$ cat src/rtl/imgproc_cfg_pkg.sv
// Shared types and defaults for the frame-synchronous image-processor config sequencer.
package imgproc_cfg_pkg;

  localparam int NUM_REGS_DEF = 8;
  localparam int ADDR_W_DEF   = 3;
  localparam int DATA_W_DEF   = 32;
  localparam int OVR_MAX      = 255;

  typedef enum logic [1:0] {
    IDLE  = 2'd0,
    SCAN  = 2'd1,
    WRITE = 2'd2
  } state_e;

endpackage

$ cat src/rtl/pri_enc_lsb.sv
// Lowest-set-bit priority encoder: returns the index of the least significant
// asserted request bit and a flag telling whether any bit was set at all.
module pri_enc_lsb #(
  parameter int N     = 8,
  parameter int IDX_W = 3
) (
  input  logic [N-1:0]     req,
  output logic [IDX_W-1:0] idx,
  output logic             valid
);

  // Scan from the top down so the lowest set bit is the last (winning) assignment.
  always_comb begin
    idx   = '0;
    valid = 1'b0;
    for (int i = N - 1; i >= 0; i--) begin
      if (req[i]) begin
        idx   = IDX_W'(i);
        valid = 1'b1;
      end
    end
  end

endmodule

$ cat src/rtl/imgproc_cfg_sequencer.sv
// Frame-synchronous configuration sequencer: shadow registers are written at any
// time, and only the dirty ones are pushed to the image processor's Avalon-MM
// slave, starting at the next camera start-of-frame.
module imgproc_cfg_sequencer
  import imgproc_cfg_pkg::*;
#(
  parameter int NUM_REGS     = NUM_REGS_DEF,
  parameter int ADDR_W       = ADDR_W_DEF,
  parameter int DATA_W       = DATA_W_DEF,
  parameter int AV_ADDR_BASE = 0
) (
  input  logic              clk,
  input  logic              reset,
  input  logic              fval,
  input  logic              cfg_wr,
  input  logic [ADDR_W-1:0] cfg_addr,
  input  logic [DATA_W-1:0] cfg_data,
  output logic [ADDR_W:0]   m_address,
  output logic              m_write,
  output logic [DATA_W-1:0] m_writedata,
  input  logic              m_waitrequest,
  output logic              busy,
  output logic [7:0]        overrun_cnt
);

  state_e              state_q, state_d;
  logic                fval_d_q, fval_d_d;
  logic [DATA_W-1:0]   shadow_q   [NUM_REGS];
  logic [DATA_W-1:0]   shadow_d   [NUM_REGS];
  logic [DATA_W-1:0]   snapshot_q [NUM_REGS];
  logic [DATA_W-1:0]   snapshot_d [NUM_REGS];
  logic [NUM_REGS-1:0] dirty_q, dirty_d;
  logic [NUM_REGS-1:0] pending_q, pending_d;
  logic [ADDR_W-1:0]   idx_q, idx_d;
  logic                m_write_q, m_write_d;
  logic [ADDR_W:0]     m_address_q, m_address_d;
  logic [DATA_W-1:0]   m_writedata_q, m_writedata_d;
  logic [7:0]          overrun_cnt_q, overrun_cnt_d;

  logic                sof;
  logic [ADDR_W-1:0]   enc_idx;
  logic                enc_valid;

  pri_enc_lsb #(
    .N     (NUM_REGS),
    .IDX_W (ADDR_W)
  ) u_pri_enc (
    .req   (pending_q),
    .idx   (enc_idx),
    .valid (enc_valid)
  );

  assign sof = fval & ~fval_d_q;

  // Next-state logic: commit FSM, overrun counter and shadow/dirty bookkeeping.
  always_comb begin
    state_d       = state_q;
    fval_d_d      = fval;
    shadow_d      = shadow_q;
    snapshot_d    = snapshot_q;
    dirty_d       = dirty_q;
    pending_d     = pending_q;
    idx_d         = idx_q;
    m_write_d     = m_write_q;
    m_address_d   = m_address_q;
    m_writedata_d = m_writedata_q;
    overrun_cnt_d = overrun_cnt_q;

    // A frame that starts while a commit is still running is counted, not queued.
    if (sof && (state_q != IDLE) && (overrun_cnt_q != 8'(OVR_MAX))) begin
      overrun_cnt_d = overrun_cnt_q + 8'd1;
    end

    case (state_q)
      IDLE: begin
        if (sof && (|dirty_q)) begin
          snapshot_d = shadow_q;
          pending_d  = dirty_q;
          dirty_d    = '0;
          state_d    = SCAN;
        end
      end
      SCAN: begin
        if (!enc_valid) begin
          state_d = IDLE;
        end else begin
          idx_d         = enc_idx;
          m_address_d   = (ADDR_W + 1)'(AV_ADDR_BASE) + (ADDR_W + 1)'(enc_idx);
          m_writedata_d = snapshot_q[enc_idx];
          m_write_d     = 1'b1;
          state_d       = WRITE;
        end
      end
      WRITE: begin
        // Address, data and write stay put until the slave stops stalling.
        if (!m_waitrequest) begin
          m_write_d        = 1'b0;
          pending_d[idx_q] = 1'b0;
          state_d          = SCAN;
        end
      end
      default: begin
        state_d = IDLE;
      end
    endcase

    // Applied after the commit clear so a same-cycle write stays dirty for the next frame.
    if (cfg_wr) begin
      shadow_d[cfg_addr] = cfg_data;
      dirty_d[cfg_addr]  = 1'b1;
    end
  end

  // State register with synchronous reset; fval_d resets high to mask a frame already in progress.
  always_ff @(posedge clk) begin
    if (reset) begin
      state_q       <= IDLE;
      fval_d_q      <= 1'b1;
      dirty_q       <= '0;
      pending_q     <= '0;
      idx_q         <= '0;
      m_write_q     <= 1'b0;
      m_address_q   <= '0;
      m_writedata_q <= '0;
      overrun_cnt_q <= '0;
      for (int i = 0; i < NUM_REGS; i++) begin
        shadow_q[i]   <= '0;
        snapshot_q[i] <= '0;
      end
    end else begin
      state_q       <= state_d;
      fval_d_q      <= fval_d_d;
      dirty_q       <= dirty_d;
      pending_q     <= pending_d;
      idx_q         <= idx_d;
      m_write_q     <= m_write_d;
      m_address_q   <= m_address_d;
      m_writedata_q <= m_writedata_d;
      overrun_cnt_q <= overrun_cnt_d;
      shadow_q      <= shadow_d;
      snapshot_q    <= snapshot_d;
    end
  end

  assign m_write     = m_write_q;
  assign m_address   = m_address_q;
  assign m_writedata = m_writedata_q;
  assign busy        = (state_q != IDLE);
  assign overrun_cnt = overrun_cnt_q;

endmodule

$ cat config.mk
export PLATFORM = sky130hd
export DESIGN_NAME = imgproc_cfg_sequencer
export DESIGN_NICKNAME = d
export VERILOG_FILES = /design/src/rtl/imgproc_cfg_pkg.sv /design/src/rtl/pri_enc_lsb.sv /design/src/rtl/imgproc_cfg_sequencer.sv
export SDC_FILE = /design/constraint.sdc
export NUM_CORES = 1
export LEC_CHECK = 0
export BUFFER_PORTS_ARGS = -buffer_cell sky130_fd_sc_hd__buf_2
export CAP_MARGIN = 20
export CORE_UTILIZATION = 25
export DETAILED_ROUTE_END_ITERATION = 12
export GPL_TIMING_DRIVEN = 0
export PLACE_DENSITY = 0.48
export SLEW_MARGIN = 5
export SYNTH_ARGS = -nofsm -noshare
export SYNTH_HDL_FRONTEND = slang
export SYNTH_SLANG_ARGS = --single-unit
$ cat constraint.sdc
create_clock -name clk -period 3.6 [get_ports clk]
set_input_delay 1.08 -clock clk [delete_from_list [all_inputs] [get_ports clk]]
set_output_delay 1.08 -clock clk [all_outputs]
set_load 0.02 [all_outputs]
== Word level (Yosys, flattened, before mapping) ==
Cells that the tools add are included.

* Add/sub/neg operators: 1
* $lt $le $gt $ge: 7
* Equality and inequality tests: 6
* Mux-type cells: 39
* Bitwise operators: 7
* Reductions and logical operators: 16

{| class="wikitable"
|+ Operators with widths
! kind !! count
|-
| bitwise mux 256 bit || 1
|-
| binary-select mux 32 bit (select 3 bit) || 1
|-
| demux 32 bit (select 3 bit) || 1
|-
| 2-to-1 mux 32 bit || 3
|-
| 2-to-1 mux 8 bit || 5
|-
| 2-to-1 mux 3 bit || 8
|-
| one-hot mux 8 bit (2 select lines) || 1
|-
| 2-to-1 mux 1 bit || 12
|-
| adder 8 x 1 -> 8 bit (second input constant) || 1
|-
| AND 8 bit || 1
|-
| greater-or-equal comparator 4 bit (second input constant) || 2
|-
| < comparator 3 x 4 -> 1 bit (second input constant) || 2
|-
| inequality test 8 bit (second input constant) || 1
|-
| inverter 3 -> 4 bit || 2
|-
| inverter 8 bit || 1
|-
| OR 8 bit || 1
|-
| OR reduction 8 bit || 1
|-
| demux 1 bit (select 3 bit) || 2
|-
| greater-or-equal comparator 3 x 1 -> 1 bit (second input constant) || 2
|-
| logical AND 1 bit || 6
|-
| 2-to-1 mux 2 bit || 3
|-
| inequality test 2 bit (second input constant) || 3
|-
| one-hot mux 2 bit (3 select lines) || 1
|-
| AND reduction 2 bit || 3
|-
| 9 further kinds || 12
|}

* Register bits after elaboration: 575
* Input bits: 40
* Logic and storage cells: 100

== Depth between registers and ports, before layout ==
* Word-level depth: 12
* Mapped depth: 8
* Mapped depth without buffers: 6

== By module ==
From an unflattened synthesis, not the netlist that was laid out.

* Cells, all modules: 2662
* Area total of the unflattened synthesis: 21780.9 um2

{| class="wikitable"
|+ By module, submodules not included
! module !! times used !! cells an instance !! area each (um2) !! sequential area each (um2)
|-
| imgproc_cfg_sequencer || 1 || 2649 || 21700.8 || 11511.0
|-
| pri_enc_lsb || 1 || 13 || 80.1 || 0.0
|}

== Worst setup path before layout ==
No wires, ideal clock.

* Path type: in2reg
* Start point: in reset
* End point: reg m_writedata_q[30] (netlist: m_writedata[30])
* Setup time: 0.122 ns
* Data arrival time: 2.323 ns
* Required time: 3.478 ns
* Slack: 1.155 ns
* Stages: 7
* Buffers on the path: 2
* Cell sequence: clkbuf_1 -> nor2_1 -> and2_1 -> nand2_1 -> clkbuf_1 -> o22ai_1 -> a221o_1

{| class="wikitable"
|+ RTL lines
! item !! line !! RTL
|-
| from (decl) || imgproc_cfg_sequencer.sv:13 || <nowiki>input logic reset,</nowiki>
|-
| to (signal assigned) || imgproc_cfg_sequencer.sv:138 || <nowiki>m_writedata_q <= m_writedata_d;</nowiki>
|-
| to (decl) || imgproc_cfg_sequencer.sv:37 || <nowiki>logic [DATA_W-1:0] m_writedata_q, m_writedata_d;</nowiki>
|}

==> qor.txt <==
Status = finished, final reports clean
CP max stage delay = 0.77 ns
Via density = 4.74
# nets final = 2883
Commonest cells after routing, fill and taps aside = nand2_1 (1056), dfxtp_1 (575), a21oi_1 (537)
Reg power frac = 47.8%
Slowest-stage cell, CP = clkbuf_1
Library cells used by synthesis = 49
Vias in the first global route = 17700
Cell family with most CP delay = buffers and inverters
# IOs = 86
Post-route ant nets = 0
Slew @ Worst Pin = 1.23 ns
Drt wl/cell = 21.0 um
CTS Sinks = 575
M3 GR Usage = 1.98%
Critical path type = input port to flip-flop
Synthesis-to-finish area growth = 17.1%
# DRC = 0
Routed vias = 19200
Die H = 299 um
Max-Cap Viols = 0
Cell taking the most area after synthesis = dfxtp_1
CTS resizes = 0
Share of the synthesized area in the top cell type = 52.4%
Met1 usage = 26.1%
Cell area power density = 526 nW/um2
Grt met2 use = 30.1%
Period utilization = 91.3%
Most common cell on crit path = clkbuf_1
Initial antenna violation count = 5
LEAKAGE = 8.15 nW
Flops & latches, synth = 575
Pint = 10.3 mW
Clock power frac = 47.4%
Clock Latency Late Sink = 0.63 ns
Cells after synthesis = 2728
Total CTS buffers = 61
Switch Pwr = 3.24 mW
Most common cell after layout, fill and taps aside = nand2_1
Sequential element share of the synthesized area = 52.4%
Min Tclk post-route = 3.29 ns
Gr ovfl total = 0
GR peak layer = met2
Post-CTS setup buffer count = 0
FMAX = 304 MHz
Endpoints failing setup = 0
Rows = 108
Syn_area_per_cell = 8.06 um2
CTS Buffer Depth = 3
Synth Cell Area = 22000 um2
Final core occ = 29.6%
Final GP Congestion = 0.827
Final Hold Fails = 0
CTS root buffer = clkbuf_16
Largest net degree at the start of global routing = 16
Fill cells = 9485
Initial Util = 25.3%
Comb pwr share = 4.8%
Switching Fraction = 23.9%
Setup slack at placement = -0.192 ns
Post-synth EDFFs = 0
Startpoint types = input port
Final slew viol count = 0
Cell Chain, Critical Path = clkbuf_1, nor2_1, and2_1, clkbuf_1, clkbuf_1, nand2_1, o211ai_1
CP Data Arrival Time = 3.82 ns
Setup WS post-layout = 0.313 ns
Share of post-route cells with drive strength above 1 = 8.20%
Required time worst endpoint = 4.13 ns
Crit path buf inv count = 3
Die ar. = 89100 um2
DP HPWL = 60600 um
Async SR Flop Fraction = 0%
Non-Filler Instances = 4050
CP endpoint kind = flip-flop
Hold crit path type = flip-flop to flip-flop
RSZ-0062 raised after global routing = false
Core area = 86900 um2
CTS tree = done
Chip width = 299 um
Max-slew headroom = 17.7%
# placed instances = 3934
Htree depth = 2
Top_reg_cell synth = dfxtp_1
Clock transition at the registers of the reported paths = 0.06 ns
Setup TNS = 0 ns
Max VDD drop = 0.432 mV
CP max FO = 10
DR pass1 iterations = 6
DRT iter0 DRCs = 1518
PortBufs = 49
Number of hold buffers added after cts = 0
Synth Net Count = 2769
YS warnings = 0
Clk_skew = 0.0227 ns
Routed wire length = 85100 um
Area contributors post-synth = dfxtp_1 (52%), nand2_1 (18%), a21oi_1 (12%)
Worst hold slack = 0.436 ns
First-pass GRT wire length = 123000 um
Total global-route track usage = 18.7%
==> tightest hold or removal path, stage by stage, from the launching register on <==
cell	delay [ns]
dfxtp_1	0.31
nand2_1	0.05
a21oi_1	0.05
==> cell type report <==
class	instances	area [um2]	area share [%]
Tap cell	1155	1450	5.62
Antenna cell	4	10.0	0.0389
Buffer	235	1250	4.84
Sequential cell	575	11500	44.7
Clock inverter	13	155	0.603
Multi-Input combinational cell	1909	9190	35.7
Timing Repair Buffer	51	268	1.04
Clock buffer	99	1870	7.27
Inverter	9	33.8	0.131
==> per-stage QoR <==
stage / total power [mW] / cell area, um2
4_1_cts: 13.7 / 25700
2_1_floorplan: 6.96 / 22000
5_1_grt: 13.9 / 25700
3_3_place_gp: 7.26 / 23700
3_5_place_dp: 7.26 / 23700
6_report: 13.5 / 25700
==> logic make-up after synthesis <==
kind of cell / count (synthesis) / share of synthesized area, %
other: 1 / 0.0171
adders and majority gates: 1 / 0.0569
xor gates and xnor gates: 5 / 0.199
buffers and inverters: 244 / 5.82
DFF: 575 / 52.4
AOI/OAI and AO/OA: 684 / 17.3
and+or+nand+nor: 1128 / 19.6
muxes: 90 / 4.56
==> state kept, by name, indices dropped and copies added, names as in the netlist <==
signal / cells
shadow_q: 256
snapshot_q: 256
m_writedata: 32
dirty_q: 8
overrun_cnt: 8
pending_q: 8
idx_q: 3
state_q: 2
fval_d_q: 1
m_write: 1
==> synthesized netlist by cell type (4+ instances only) <==
cell      instances
nor2_1           35
o21ai_0          24
nand4_1           4
dfxtp_1         575
nor3_1            4
buf_2             5
mux4_2            8
a21oi_1         537
o221ai_1         11
xor2_1            4
buf_4             4
nor2b_1           5
clkbuf_2         32
a31oi_1           7
nand2b_1          6
clkbuf_1        155
a22o_1           19
o22a_1           11
inv_1             9
nand2_1        1056
nand3_1           5
a221o_1          13
a22oi_1          32
mux2i_1          81
o22ai_1          13
o211ai_1          8
buf_6            33
==> path summary, 6_finish.rpt <==
check               start              end  slack (ns)  cells after the start
max                 reset  m_writedata[21]        0.31                      7
min          shadow_q[33]   snapshot_q[33]        0.44                      2
max reg2reg  pending_q[0]  m_writedata[21]        0.37                      7
min reg2reg  shadow_q[33]   snapshot_q[33]        0.44                      2
==> power by group through the flow <==
| stage | clock network [mW] | logic (mW) | registers (mW) |
|---|---|---|---|
| final | 6.43 | 0.652 | 6.47 |
| after detailed placement | 0 | 0.651 | 6.61 |
| after floorplan | 0 | 0.358 | 6.60 |
| after global placement | 0 | 0.649 | 6.61 |
| after global routing | 6.77 | 0.694 | 6.47 |
| after CTS | 6.53 | 0.653 | 6.47 |
==> per-layer routing <==
metal | part of all wire (%) | vias to the layer above
met3 | 4.8 | 130
met4 | 3.0 | 4
met2 | 46 | 502
met1 | 47 | 9288
li1 | - | 9282
met5 | 0.026 | -
Note: power is estimated with default switching activity, not from simulation.
